===== config.mk =====
export PLATFORM = sky130hd
export DESIGN_NAME = uart_img_loader_flat
export DESIGN_NICKNAME = d
export VERILOG_FILES = /design/src/rtl/uart_img_loader_if.sv /design/src/rtl/uart_img_loader.sv /design/src/flat_wrapper.sv
export SDC_FILE = /design/constraint.sdc
export NUM_CORES = 1
export LEC_CHECK = 0
export CAP_MARGIN = 20
export CORE_MARGIN = 5
export CORE_UTILIZATION = 45
export CTS_BUF_LIST = sky130_fd_sc_hd__clkbuf_8
export CTS_CLUSTER_SIZE = 30
export DETAILED_ROUTE_END_ITERATION = 7
export GPL_ROUTABILITY_DRIVEN = 0
export PLACE_DENSITY = 0.68
export SLEW_MARGIN = 30
export SYNTH_ARGS = -nofsm -noshare
export SYNTH_HDL_FRONTEND = slang
export SYNTH_SLANG_ARGS = --single-unit

===== constraint.sdc =====
create_clock -name sys_clk -period 3.9 [get_ports sys_clk]
set_input_delay 0.78 -clock sys_clk [delete_from_list [all_inputs] [get_ports sys_clk]]
set_output_delay 0.78 -clock sys_clk [all_outputs]
set_load 0.01 [all_outputs]

===== src/rtl/uart_img_loader_if.sv =====
// Byte-stream and RAM-write bundle of the UART picture loader.
// slave = the loader itself, master = whoever feeds bytes and watches the RAM port.
interface uart_img_loader_if #(
    parameter int ADDR_W = 14
);
    logic [7:0]        pi_data;
    logic              pi_flag;
    logic              wr_en;
    logic [ADDR_W-1:0] wr_addr;
    logic [7:0]        wr_data;
    logic              frame_done;
    logic              frame_err;
    logic              busy;

    modport slave (
        input  pi_data, pi_flag,
        output wr_en, wr_addr, wr_data, frame_done, frame_err, busy
    );

    modport master (
        output pi_data, pi_flag,
        input  wr_en, wr_addr, wr_data, frame_done, frame_err, busy
    );
endinterface


===== src/rtl/uart_img_loader.sv =====
// Finds the two-byte header in the UART byte stream and writes PIC_W*PIC_H pixels to RAM.
// Optional trailing mod-256 checksum byte: define IMG_LOADER_CHKSUM_EN.
module uart_img_loader #(
    parameter int          PIC_W       = 100,
    parameter int          PIC_H       = 100,
    parameter int          ADDR_W      = 14,
    parameter logic [7:0]  HDR0        = 8'h55,
    parameter logic [7:0]  HDR1        = 8'hAA,
    parameter int          TIMEOUT_CYC = 200_000
) (
    input  logic               sys_clk,
    input  logic               sys_rst_n,
    uart_img_loader_if.slave   bus
);
    localparam logic [ADDR_W-1:0] LAST_PIX = ADDR_W'(PIC_W * PIC_H - 1);
    localparam int                TO_W     = $clog2(TIMEOUT_CYC + 1);
    localparam logic [TO_W-1:0]   TO_MAX   = TO_W'(TIMEOUT_CYC);
    localparam logic [TO_W-1:0]   TO_LAST  = TO_W'(TIMEOUT_CYC - 1);

`ifdef IMG_LOADER_CHKSUM_EN
    typedef enum logic [1:0] {IDLE, HDR, DATA, CHK} state_t;
`else
    typedef enum logic [1:0] {IDLE, HDR, DATA} state_t;
`endif

    state_t            state_reg, state_next;
    logic [ADDR_W-1:0] pix_cnt_reg, pix_cnt_next;
    logic [TO_W-1:0]   idle_cnt_reg, idle_cnt_next;
    logic              wr_en_reg, wr_en_next;
    logic [ADDR_W-1:0] wr_addr_reg, wr_addr_next;
    logic [7:0]        wr_data_reg, wr_data_next;
    logic              done_reg, done_next;
    logic              err_reg, err_next;
    logic              busy_reg;
    logic              timeout;
`ifdef IMG_LOADER_CHKSUM_EN
    logic [7:0]        sum_reg, sum_next;
`endif

    // A byte arriving in the firing cycle cancels the timeout.
    assign timeout = !bus.pi_flag && (state_reg != IDLE) && (idle_cnt_reg >= TO_LAST);

    always_comb begin
        state_next    = state_reg;
        pix_cnt_next  = pix_cnt_reg;
        wr_en_next    = 1'b0;
        wr_addr_next  = wr_addr_reg;
        wr_data_next  = wr_data_reg;
        done_next     = 1'b0;
        err_next      = 1'b0;
`ifdef IMG_LOADER_CHKSUM_EN
        sum_next      = sum_reg;
`endif
        if (bus.pi_flag || state_reg == IDLE)
            idle_cnt_next = '0;
        else if (idle_cnt_reg != TO_MAX)
            idle_cnt_next = idle_cnt_reg + 1'b1;
        else
            idle_cnt_next = idle_cnt_reg;

        if (timeout) begin
            state_next = IDLE;
            err_next   = 1'b1;
        end else begin
            case (state_reg)
                IDLE: begin
                    if (bus.pi_flag && bus.pi_data == HDR0)
                        state_next = HDR;
                end
                HDR: begin
                    if (bus.pi_flag) begin
                        if (bus.pi_data == HDR1) begin
                            state_next   = DATA;
                            pix_cnt_next = '0;
`ifdef IMG_LOADER_CHKSUM_EN
                            sum_next     = '0;
`endif
                        end else if (bus.pi_data != HDR0) begin
                            state_next = IDLE;
                        end
                    end
                end
                DATA: begin
                    if (bus.pi_flag) begin
                        wr_en_next   = 1'b1;
                        wr_addr_next = pix_cnt_reg;
                        wr_data_next = bus.pi_data;
`ifdef IMG_LOADER_CHKSUM_EN
                        sum_next     = sum_reg + bus.pi_data;
`endif
                        if (pix_cnt_reg == LAST_PIX) begin
`ifdef IMG_LOADER_CHKSUM_EN
                            state_next = CHK;
`else
                            state_next = IDLE;
                            done_next  = 1'b1;
`endif
                        end else begin
                            pix_cnt_next = pix_cnt_reg + 1'b1;
                        end
                    end
                end
`ifdef IMG_LOADER_CHKSUM_EN
                CHK: begin
                    if (bus.pi_flag) begin
                        state_next = IDLE;
                        if (bus.pi_data == sum_reg)
                            done_next = 1'b1;
                        else
                            err_next  = 1'b1;
                    end
                end
`endif
                default: state_next = IDLE;
            endcase
        end
    end

    always_ff @(posedge sys_clk or negedge sys_rst_n) begin
        if (!sys_rst_n) begin
            state_reg    <= IDLE;
            pix_cnt_reg  <= '0;
            idle_cnt_reg <= '0;
            wr_en_reg    <= 1'b0;
            wr_addr_reg  <= '0;
            wr_data_reg  <= '0;
            done_reg     <= 1'b0;
            err_reg      <= 1'b0;
            busy_reg     <= 1'b0;
`ifdef IMG_LOADER_CHKSUM_EN
            sum_reg      <= '0;
`endif
        end else begin
            state_reg    <= state_next;
            pix_cnt_reg  <= pix_cnt_next;
            idle_cnt_reg <= idle_cnt_next;
            wr_en_reg    <= wr_en_next;
            wr_addr_reg  <= wr_addr_next;
            wr_data_reg  <= wr_data_next;
            done_reg     <= done_next;
            err_reg      <= err_next;
            // Registered copy of the state decode, so busy tracks state_reg exactly.
            busy_reg     <= (state_next != IDLE);
`ifdef IMG_LOADER_CHKSUM_EN
            sum_reg      <= sum_next;
`endif
        end
    end

    assign bus.wr_en      = wr_en_reg;
    assign bus.wr_addr    = wr_addr_reg;
    assign bus.wr_data    = wr_data_reg;
    assign bus.frame_done = done_reg;
    assign bus.frame_err  = err_reg;
    assign bus.busy       = busy_reg;
endmodule

===== src/flat_wrapper.sv =====
// flat-port wrapper written by rule: the top's interface ports become plain ports
module uart_img_loader_flat 
#(
    parameter int          PIC_W       = 100,
    parameter int          PIC_H       = 100,
    parameter int          ADDR_W      = 14,
    parameter logic [7:0]  HDR0        = 8'h55,
    parameter logic [7:0]  HDR1        = 8'hAA,
    parameter int          TIMEOUT_CYC = 200_000
)
  (sys_clk, sys_rst_n, bus_pi_data, bus_pi_flag, bus_wr_en, bus_wr_addr, bus_wr_data, bus_frame_done, bus_frame_err, bus_busy);
  uart_img_loader_if #(.ADDR_W(ADDR_W)) bus_i ();
  input  logic sys_clk;
  input  logic sys_rst_n;
  input wire logic [$bits(bus_i.pi_data)-1:0] bus_pi_data;
  input wire logic [$bits(bus_i.pi_flag)-1:0] bus_pi_flag;
  output wire logic [$bits(bus_i.wr_en)-1:0] bus_wr_en;
  output wire logic [$bits(bus_i.wr_addr)-1:0] bus_wr_addr;
  output wire logic [$bits(bus_i.wr_data)-1:0] bus_wr_data;
  output wire logic [$bits(bus_i.frame_done)-1:0] bus_frame_done;
  output wire logic [$bits(bus_i.frame_err)-1:0] bus_frame_err;
  output wire logic [$bits(bus_i.busy)-1:0] bus_busy;
  assign bus_i.pi_data = bus_pi_data;
  assign bus_i.pi_flag = bus_pi_flag;
  assign bus_wr_en = bus_i.wr_en;
  assign bus_wr_addr = bus_i.wr_addr;
  assign bus_wr_data = bus_i.wr_data;
  assign bus_frame_done = bus_i.frame_done;
  assign bus_frame_err = bus_i.frame_err;
  assign bus_busy = bus_i.busy;
  uart_img_loader #(.PIC_W(PIC_W), .PIC_H(PIC_H), .ADDR_W(ADDR_W), .HDR0(HDR0), .HDR1(HDR1), .TIMEOUT_CYC(TIMEOUT_CYC)) u_core (.sys_clk(sys_clk), .sys_rst_n(sys_rst_n), .bus(bus_i));
endmodule

==> results of run 1 <==
worst paths after layout:
kind | endpoint | slack (ns) | cells past startpoint
worst max-delay path | u_core.pix_cnt_reg[6] | 1.18 | 6
worst min-delay path | u_core.bus.wr_addr[2] | 0.45 | 1
worst max register to register | u_core.pix_cnt_reg[6] | 1.65 | 5
worst min register to register | u_core.bus.wr_addr[5] | 0.47 | 2
max in group asynchronous | u_core.idle_cnt_reg[8] | 2.84 | 2
min in group sys_clk | u_core.bus.wr_addr[5] | 0.47 | 2
kinds of logic (layout without fill, tap and decap cells):
family	after synthesis	in the layout	share of synthesized area (%)
buffers and inverters	26	68	3.42
muxes	1	1	0.346
and+or+nand+nor	152	152	26.5
DFF	60	60	51.9
adders and majority gates	3	3	1.30
AOI/OAI and AO/OA	64	64	14.1
xor gates and xnor gates	8	8	2.42
through the flow:
| step | hold WS (ns) | util, % | std cells |
|---|---|---|---|
| floorplan | 0.459 | - | 314 |
| global placement | 0.460 | 52.6 | 418 |
| detailed placement | 0.465 | 52.6 | 418 |
| CTS | 0.474 | 55.6 | 433 |
| global route | 0.502 | 55.7 | 433 |
| finish | 0.453 | 55.7 | 433 |
cells in the mapped netlist (6+ instances only):
| master | number | area (um2) |
|---|---|---|
| sky130_fd_sc_hd__nor4_1 | 6 | 37.5 |
| sky130_fd_sc_hd__inv_1 | 13 | 48.8 |
| sky130_fd_sc_hd__clkbuf_1 | 11 | 41.3 |
| sky130_fd_sc_hd__nor3_1 | 7 | 35.0 |
| sky130_fd_sc_hd__o21ai_0 | 17 | 85.1 |
| sky130_fd_sc_hd__nand2_1 | 70 | 263 |
| sky130_fd_sc_hd__nand3_1 | 9 | 45.0 |
| sky130_fd_sc_hd__or3_1 | 7 | 43.8 |
| sky130_fd_sc_hd__dfrtp_1 | 60 | 1500 |
| sky130_fd_sc_hd__a21oi_1 | 9 | 45.0 |
| sky130_fd_sc_hd__nand4_1 | 11 | 68.8 |
| sky130_fd_sc_hd__a31oi_1 | 13 | 81.3 |
| sky130_fd_sc_hd__nor2_1 | 14 | 52.6 |
cells in the final DEF (no fill, tap or decap), types with 2 or more instances in the layout:
cell type	instances
sky130_fd_sc_hd__nor4bb_1	5
sky130_fd_sc_hd__or3_1	7
sky130_fd_sc_hd__o21ai_2	2
sky130_fd_sc_hd__clkbuf_8	13
sky130_fd_sc_hd__o21ai_1	4
sky130_fd_sc_hd__o311a_1	2
sky130_fd_sc_hd__or4_1	2
sky130_fd_sc_hd__o21ai_0	17
sky130_fd_sc_hd__and3_2	2
sky130_fd_sc_hd__inv_1	14
sky130_fd_sc_hd__a31oi_1	13
sky130_fd_sc_hd__nor2_1	14
sky130_fd_sc_hd__nor3_1	7
sky130_fd_sc_hd__xnor2_1	3
sky130_fd_sc_hd__a21oi_1	9
sky130_fd_sc_hd__nand4_1	11
sky130_fd_sc_hd__nor4_1	6
sky130_fd_sc_hd__o211ai_1	2
sky130_fd_sc_hd__xor2_1	5
sky130_fd_sc_hd__and4_1	2
sky130_fd_sc_hd__a32oi_1	2
sky130_fd_sc_hd__and2_1	3
sky130_fd_sc_hd__o31ai_1	2
sky130_fd_sc_hd__dfrtp_1	60
sky130_fd_sc_hd__nand2_1	70
sky130_fd_sc_hd__and3_1	2
sky130_fd_sc_hd__nand3_1	9
sky130_fd_sc_hd__a41oi_1	2
sky130_fd_sc_hd__nor2b_1	3
sky130_fd_sc_hd__ha_1	3
sky130_fd_sc_hd__buf_4	4
sky130_fd_sc_hd__clkdlybuf4s50_1	35
power by group through the flow:
stage	sequential [W]	combinational, W	clock (W)
after CTS	0.000626	0.0000356	0.000534
after detailed placement	0.000637	0.0000355	0
after global placement	0.000637	0.0000351	0
after global routing	0.000626	0.0000390	0.000571
final	0.000626	0.0000344	0.000518
after floorplan	0.000638	0.00000609	0
layout make-up:
cell class,instances,area (um2),share of cell area (%)
Clock buffer,13,179,5.09
Clock inverter,2,8.76,0.249
Inverter,14,52.6,1.50
Multi-Input combinational cell,228,1300,36.9
Sequential cell,60,1500,42.7
Tap cell,77,96.3,2.74
Timing Repair Buffer,39,380,10.8
critical path, stage by stage:
cell and delay [ns]:
sky130_fd_sc_hd__clkdlybuf4s50_1 0.46, sky130_fd_sc_hd__nand3b_1 0.25, sky130_fd_sc_hd__buf_4 0.25, sky130_fd_sc_hd__clkinv_1 0.60
sky130_fd_sc_hd__a41oi_1 0.50, sky130_fd_sc_hd__a31oi_1 0.07
layer usage:
layer	global-route usage [%]	routed length, um	vias to the layer above
met5	0	0	-
met4	4.84	51	0
met3	5.26	260	6
met2	27.7	3330	50
met1	20.7	2810	1121
li1	-	-	1202
==> out/qor.yml, run 1 <==
sta:
  total_count_of_hold_check_failures_in_the_final_report: 0
  final.setup.tns_ns: 0
  pin_slew_with_the_least_headroom_to_its_limit_ns: 0.955
  timing.final.crit_share_pct: 69.9
  final_period_demand_of_the_worst_path_ns: 2.72
  max-slew-margin-rel_pct: 36.2
  worst_slack_ns: 1.18
  rsz_0062_raised_after_global_routing: "no"
  final.setup_skew_ns: 0.0106
  total_count_of_max_transition_violations_in_the_final_report: 0
  finalSetupViolCount: 0
  fmaxAchievable_mhz: 367
drt:
  residual_drc: 0
  first_pass_iters: 4
  ant_nets: 0
  iteration_0_drc_count_of_the_detailed_router: 130
  average_vias_per_placed_instance: 5.49
  avgRoutedWirePerCell_um: 14.9
  detailroute.via_count: 2379
  wl_mm: 6.44
synth:
  synth_area_um2: 2890
  synthesis.yosys.warnings: 0
  yosys_register_bits: 60
  ys.flop_type: "sky130_fd_sc_hd__dfrtp_1"
  ys_seq_area_share_pct: 51.9
  number_of_cells_produced_by_synthesis: 314
  synth_async_sr_flop_share_pct: 100
  synthesis.area_per_instance_um2: 9.21
  ys_types: 51
  synth_enable_flop_cells: 0
  syn_nets: 328
hold_path:
  min_path_type: "in2async"
clock_tree:
  path_clk_slew_ns: 0.06
  cts_root_buffer: "sky130_fd_sc_hd__clkbuf_8"
  worstSkewPairLatency_ns: 0.33
  cts-hold-fix-buffers: 0
  tritoncts: "yes"
  htree_levels: 3
  cts_inserted_buffers: 9
  cts.path.max_buffers: 2
  post_cts_resize_count: 0
  post-cts-setup-buffers: 0
  cts_num_sinks: 60
pwr:
  power_frac_seq_pct: 53.1
  irDropWorstVdd_v: 0.000239
  finalPower_w: 0.00118
  p_int_w: 0.000932
  power_leakage_nw: 1.49
  pwr-share-comb_pct: 2.9
  switching_share_pct: 20.9
  power.clock.fraction_pct: 44.0
  pwr_density_cell_nw_per_um2: 335
  net-switching-power_w: 0.000247
placed_design:
  dp_slack_ns: 0.805
  detailedPlacementHpwl_mm: 4.50
  placed_area_um2: 3320
  io_buffers: 36
setup_path:
  worst-setup-path-type: "in2reg"
  rr_startpoint: "u_core.state_reg[0]"
  source_of_the_critical_timing_path: "bus_pi_flag"
  worstPathRequired_ns: 4.09
  crit_arrival_ns: 2.91
  critical_path_peak_fanout: 26
  worstSetupStartpointType: "input pin"
  setup.worst_path.end_class: "flip-flop"
die:
  fp.dieW_um: 90.2
  io_pins: 37
  std_cell_rows: 29
  die_area_um2: 8130
  initial_utilization_pct: 45.8
  core_area_um2: 6310
  floorplan.die.height_um: 90.2
global_routing:
  grt_use_total_pct: 16.6
  grt_pass1_wl_mm: 11.0
  antenna_found_initial: 0
  grt_pass1_vias: 2264
  global_route.overflow_total: 0
  grt_max_degree: 50
cells_and_area:
  area_growth_from_synthesis_to_final_layout_pct: 21.5
  largest_register_ff_count: 18
  nets: 366
  antenna_cells: 0
  fillerInstances: 583
  post-route-cell-area_um2: 3510
  share_of_layout_cells_above_drive_strength_1_pct: 7.30
run_status:
  outcome: "finished clean"
run:
  cap_violations: 0
No activity file was read; power rests on OpenSTA's default activity.
==> inputs of run 2 (changes only) <==
PLACE_DENSITY = 0.71   (was 0.68)
clock period = 2.3 ns   (was 3.9 ns; I/O delays follow)
==> run 2 against run 1 <==
Net effect: register-to-register slack got worse by 1.2 ns; cell count rose by 1.8%; wire length rose by 2.7%; flip-flop and latch count did not move; sequential share of layout area fell by 0.26 points; sequential power rose by 69%; critical path type is now reg2reg.
==> out/qor.yml, run 2 (synthesized netlist as in run 1, its figures left out) <==
die:
  io_pins: 37
  initial_utilization_pct: 45.8
  die_area_um2: 8130
  fp.dieW_um: 90.2
  std_cell_rows: 29
  floorplan.die.height_um: 90.2
  core_area_um2: 6310
setup_path:
  crit_arrival_ns: 2.13
  max_stage_delay_ns: 0.54
  worstSetupStartpointType: "flip-flop"
  slowest_stage: "sky130_fd_sc_hd__nor4b_1"
  worstPathRequired_ns: 2.55
  worst-r2r-setup-slack_ns: 0.42
  critical_path_buf_inv_count: 1
  worst-setup-path-type: "reg2reg"
  rr_startpoint: "u_core.pix_cnt_reg[6]"
  critical_path.reg2reg.endpoint: "u_core.pix_cnt_reg[5]"
  critical_path_peak_fanout: 12
  worst_path_dominant_cell_family: "simple AND/OR/NAND/NOR gates"
  rr_worst_depth: 5
  setup.worst_path.end_class: "flip-flop"
  critical_path.cell_chain: "nor4b_1, and4_1, o21ai_1, buf_4, a31oi_1"
global_routing:
  antenna_found_initial: 0
  grt_pass1_wl_mm: 11.7
  grt_use_total_pct: 17.3
  grt_max_degree: 24
  global_route.overflow_total: 0
  grt_pass1_vias: 2480
clock_tree:
  cts.path.max_buffers: 2
  post-cts-setup-buffers: 0
  tritoncts: "yes"
  cts-hold-fix-buffers: 0
  cts_inserted_buffers: 9
  htree_levels: 3
  post_cts_resize_count: 0
  path_clk_slew_ns: 0.07
  cts_root_buffer: "sky130_fd_sc_hd__clkbuf_8"
  cts_num_sinks: 60
  worstSkewPairLatency_ns: 0.33
drt:
  first_pass_iters: 5
  detailroute.via_count: 2457
  avgRoutedWirePerCell_um: 15.0
  residual_drc: 0
  average_vias_per_placed_instance: 5.57
  wl_mm: 6.62
  ant_nets: 0
  iteration_0_drc_count_of_the_detailed_router: 174
sta:
  total_count_of_hold_check_failures_in_the_final_report: 0
  total_count_of_max_transition_violations_in_the_final_report: 0
  worst_slack_ns: 0.416
  timing.final.crit_share_pct: 81.9
  final_period_demand_of_the_worst_path_ns: 1.88
  final.setup.tns_ns: 0
  final.setup_skew_ns: 0.00990
  fmaxAchievable_mhz: 531
  max-slew-margin-rel_pct: 64.5
  pin_slew_with_the_least_headroom_to_its_limit_ns: 0.526
  finalSetupViolCount: 0
  rsz_0062_raised_after_global_routing: "no"
placed_design:
  io_buffers: 36
  dp_slack_ns: 0.126
  detailedPlacementHpwl_mm: 4.79
run_status:
  outcome: "finished clean"
cells_and_area:
  highest_count_cells_in_the_layout_ignoring_fill_and_taps: "sky130_fd_sc_hd__nand2_1, sky130_fd_sc_hd__dfrtp_1, sky130_fd_sc_hd__clkdlybuf4s50_1"
  layout.cells.most_common: "sky130_fd_sc_hd__nand2_1"
  antenna_cells: 0
  share_of_layout_cells_above_drive_strength_1_pct: 8.24
  largest_register_ff_count: 18
  nets: 373
  area_growth_from_synthesis_to_final_layout_pct: 22.2
pwr:
  power_leakage_nw: 1.52
  pwr-share-comb_pct: 3.1
  pwr_density_cell_nw_per_um2: 538
  switching_share_pct: 21.9
  power.clock.fraction_pct: 41.0
  p_int_w: 0.00148
  net-switching-power_w: 0.000417
  power_frac_seq_pct: 55.8
  irDropWorstVdd_v: 0.000341
hold_path:
  min_path_type: "in2async"
run:
  cap_violations: 0
[run 2: cell types whose count changed in the layout (fill, tap and decap cells not counted)]
| cell | change |
|---|---|
| sky130_fd_sc_hd__o21ai_1 | +1 |
| sky130_fd_sc_hd__clkbuf_8 | -3 |
| sky130_fd_sc_hd__inv_1 | +3 |
| sky130_fd_sc_hd__buf_4 | +6 |
| sky130_fd_sc_hd__buf_2 | +1 |
| sky130_fd_sc_hd__clkinv_2 | +1 |
| sky130_fd_sc_hd__o21ai_2 | -1 |
[run 2: final cells by class]
cell class | count | area [um2]
clock buffers | 10 | 138
well taps | 77 | 96.3
multi-input cells | 228 | 1290
clock inverters | 6 | 25.0
repair buffers | 46 | 430
inverters | 14 | 52.6
fillers | 580 | 2780
flip-flops and latches | 60 | 1500
[run 2: worst max-delay path by stage]
stage / startpoint / end / slack (ns) / cells past startpoint
finish: u_core.pix_cnt_reg[6] / u_core.pix_cnt_reg[5] / 0.42 / 5
global route: u_core.pix_cnt_reg[6] / u_core.pix_cnt_reg[5] / 0.30 / 5
CTS: u_core.pix_cnt_reg[6] / u_core.pix_cnt_reg[5] / 0.43 / 5
detailed placement: bus_pi_data[1] / u_core.pix_cnt_reg[1] / 0.13 / 6
global placement: bus_pi_data[1] / u_core.pix_cnt_reg[1] / 0.17 / 6
floorplan: u_core.pix_cnt_reg[0] / u_core.pix_cnt_reg[5] / 0.50 / 6
[run 2: power by group through the flow]
stage | clock network [W] | logic [W] | registers, W
after floorplan | 0 | 0.0000103 | 0.00108
after detailed placement | 0 | 0.0000619 | 0.00108
after CTS | 0.000807 | 0.0000617 | 0.00106
after global routing | 0.000864 | 0.0000674 | 0.00106
after global placement | 0 | 0.0000605 | 0.00108
final | 0.000780 | 0.0000596 | 0.00106
[run 2: metal layers]
| layer | GRT usage, % | routed length (um) | vias to the layer above |
|---|---|---|---|
| met3 | 4.59 | 260 | 11 |
| li1 | - | - | 1211 |
| met1 | 21.3 | 2920 | 1186 |
| met5 | 0 | 0 | - |
| met4 | 6.33 | 119 | 0 |
| met2 | 29.1 | 3320 | 49 |
[run 2: metrics by stage]
stage          cells  power, W  area (um2)  hold WS (ns)  utilization, %
6_report         441   0.00190        3540         0.115            56.0
5_1_grt          441   0.00199        3540         0.131            56.0
4_1_cts          441   0.00193        3540         0.111            56.0
3_5_place_dp     425   0.00114        3370         0.462            53.4
3_3_place_gp     425   0.00114        3370         0.459            53.4
2_1_floorplan    314   0.00109        2890         0.164               -
==> inputs of run 3 (changes only) <==
PLACE_DENSITY = 0.68   (was 0.71)
clock period = 1.76 ns   (was 2.3 ns; I/O delays follow)
==> run 3 against run 2 <==
Net effect: clock power is 77% higher; worst setup slack got worse by 0.32 ns; global-route usage rose by 0.49 points; sequential share of layout area shrank 4.1 points; die area did not move; critical path depth up 1; register-to-register slack got worse by 0.32 ns.
==> out/qor.yml, run 3 (synthesized netlist as in run 1, its figures left out) <==
run_status:
  outcome: "finished clean"
global_routing:
  grt_use_total_pct: 17.8
  global_route.overflow_total: 0
  grt_pass1_vias: 2448
  antenna_found_initial: 0
  grt_max_degree: 23
  globalRouteMet3Util_pct: 3.01
  grtUsageMet1_pct: 22.5
  grtUsageMet2_pct: 29.9
  grt_pass1_wl_mm: 11.8
  globalRoute.busiestLayer: "met2"
setup_path:
  rr_worst_depth: 6
  rr_startpoint: "u_core.pix_cnt_reg[0]"
  crit_arrival_ns: 1.93
  worst-r2r-setup-slack_ns: 0.1
  worst-setup-path-type: "reg2reg"
  worstSetupStartpointType: "flip-flop"
  worstPathRequired_ns: 2.02
  setup.worst_path.end_class: "flip-flop"
  critical_path_peak_fanout: 12
  critical_path.reg2reg.endpoint: "u_core.pix_cnt_reg[1]"
clock_tree:
  cts_num_sinks: 60
  cts_inserted_buffers: 9
  worstSkewPairLatency_ns: 0.34
  tritoncts: "yes"
  path_clk_slew_ns: 0.07
  htree_levels: 3
  cts.path.max_buffers: 2
  cts_root_buffer: "sky130_fd_sc_hd__clkbuf_8"
die:
  io_pins: 37
  die_area_um2: 8130
  std_cell_rows: 29
  core_area_um2: 6310
  initial_utilization_pct: 45.8
  floorplan.die.height_um: 90.2
  fp.dieW_um: 90.2
cells_and_area:
  nets: 405
  layoutNonFillerInstCount: 473
  largest_register_ff_count: 18
  area_growth_from_synthesis_to_final_layout_pct: 35.3
  highest_count_cells_in_the_layout_ignoring_fill_and_taps: "sky130_fd_sc_hd__nand2_1, sky130_fd_sc_hd__dfrtp_1, sky130_fd_sc_hd__buf_4"
  antenna_cells: 0
  layout.cells.most_common: "sky130_fd_sc_hd__nand2_1"
  fillerInstances: 543
  layout.area.seq_um2: 1500
  share_of_layout_cells_above_drive_strength_1_pct: 17.4
  finalCoreUtilization_pct: 62.0
  multiInputGateArea_um2: 1320
sta:
  pin_slew_with_the_least_headroom_to_its_limit_ns: 0.555
  final_period_demand_of_the_worst_path_ns: 1.66
  total_count_of_hold_check_failures_in_the_final_report: 0
  final.setup.tns_ns: 0
  max-slew-margin-rel_pct: 63.0
  finalSetupViolCount: 0
  timing.final.crit_share_pct: 94.6
  fmaxAchievable_mhz: 601
  total_count_of_max_transition_violations_in_the_final_report: 0
  final.setup_skew_ns: 0.00761
hold_path:
  whs_path_depth: 2
  holdPathEnd: "u_core.bus.wr_addr[5]"
  min_path_type: "reg2reg"
  timing.hold.worst.start: "u_core.bus.wr_addr[5]"
drt:
  wl_mm: 6.99
  iteration_0_drc_count_of_the_detailed_router: 139
  avgRoutedWirePerCell_um: 14.8
  ant_nets: 0
  first_pass_iters: 4
  average_vias_per_placed_instance: 5.37
  detailroute.via_count: 2539
  residual_drc: 0
run:
  cap_violations: 0
pwr:
  pwr_density_cell_nw_per_um2: 732
  irDropWorstVdd_v: 0.000506
  power_leakage_nw: 1.70
placed_design:
  place_inst: 456
  io_buffers: 36
  detailedPlacementHpwl_mm: 5.10
-- run 3: cell types whose count changed in the layout (fill, tap and decap cells not counted), sizes merged --
cell,before,now
clkinvlp,0,3
dlygate4sd3,0,1
clkinv,3,2
buf,11,42
inv,17,13
bufinv,0,2
-- run 3: per-layer routing --
layer | up-vias | share of wire, % | wire (um)
met4 | 0 | 1.6 | 109
li1 | 1283 | - | -
met3 | 9 | 3.1 | 215
met2 | 38 | 50 | 3520
met1 | 1209 | 45 | 3150
met5 | - | 0 | 0
-- run 3: layout make-up --
cell class / count / share of cell area, %
Clock buffer: 10 / 3.52
Clock inverter: 6 / 2.24
Inverter: 14 / 1.34
Multi-Input combinational cell: 228 / 33.6
Sequential cell: 60 / 38.4
Tap cell: 77 / 2.46
Timing Repair Buffer: 78 / 18.5
-- run 3: repair_timing --
item / CTS / global route
hold buffers: 1 / 0
endpoints found under the setup margin: 0 / 18
setup buffers: 0 / 0
hold endpoints to repair: 5 / 0
gates resized for setup: 0 / 5
-- run 3: critical path: stages (launching register included) --
cell	delay [ns]
sky130_fd_sc_hd__dfrtp_1	0.40
sky130_fd_sc_hd__ha_1	0.23
sky130_fd_sc_hd__and4b_1	0.22
sky130_fd_sc_hd__and4_1	0.24
sky130_fd_sc_hd__o21ai_2	0.18
sky130_fd_sc_hd__buf_12	0.16
sky130_fd_sc_hd__mux2i_1	0.17
-- run 3: through the flow --
stage                     power (W)  worst slack [ns]  cell area, um2  hold slack (ns)
final                       0.00287            0.0959            3920            0.471
after global routing        0.00299          -0.00610            3920            0.497
after CTS                   0.00290            0.0179            3890            0.479
after detailed placement    0.00151            -0.186            3660            0.362
after global placement      0.00151            -0.197            3660            0.361
after floorplan             0.00143            0.0281            2890           0.0564
-- run 3: power by group --
part | internal (W) | leakage, nW | switching [W] | total, W
clock network | 0.000832 | 0.105 | 0.000548 | 0.00138
logic | 0.0000498 | 0.793 | 0.0000509 | 0.000101
registers | 0.00138 | 0.802 | 0.00000277 | 0.00139
total | 0.00226 | 1.70 | 0.000602 | 0.00287
-- run 3: how the worst max path moves through the flow --
stage / start / endpoint / slack (ns)
floorplan: u_core.pix_cnt_reg[5] / u_core.bus.busy / 0.03
global placement: bus_pi_data[1] / u_core.pix_cnt_reg[1] / -0.20
detailed placement: bus_pi_data[1] / u_core.pix_cnt_reg[1] / -0.19
CTS: u_core.idle_cnt_reg[0] / u_core.idle_cnt_reg[15] / 0.02
global route: u_core.pix_cnt_reg[0] / u_core.pix_cnt_reg[1] / -0.006
finish: u_core.pix_cnt_reg[0] / u_core.pix_cnt_reg[1] / 0.1
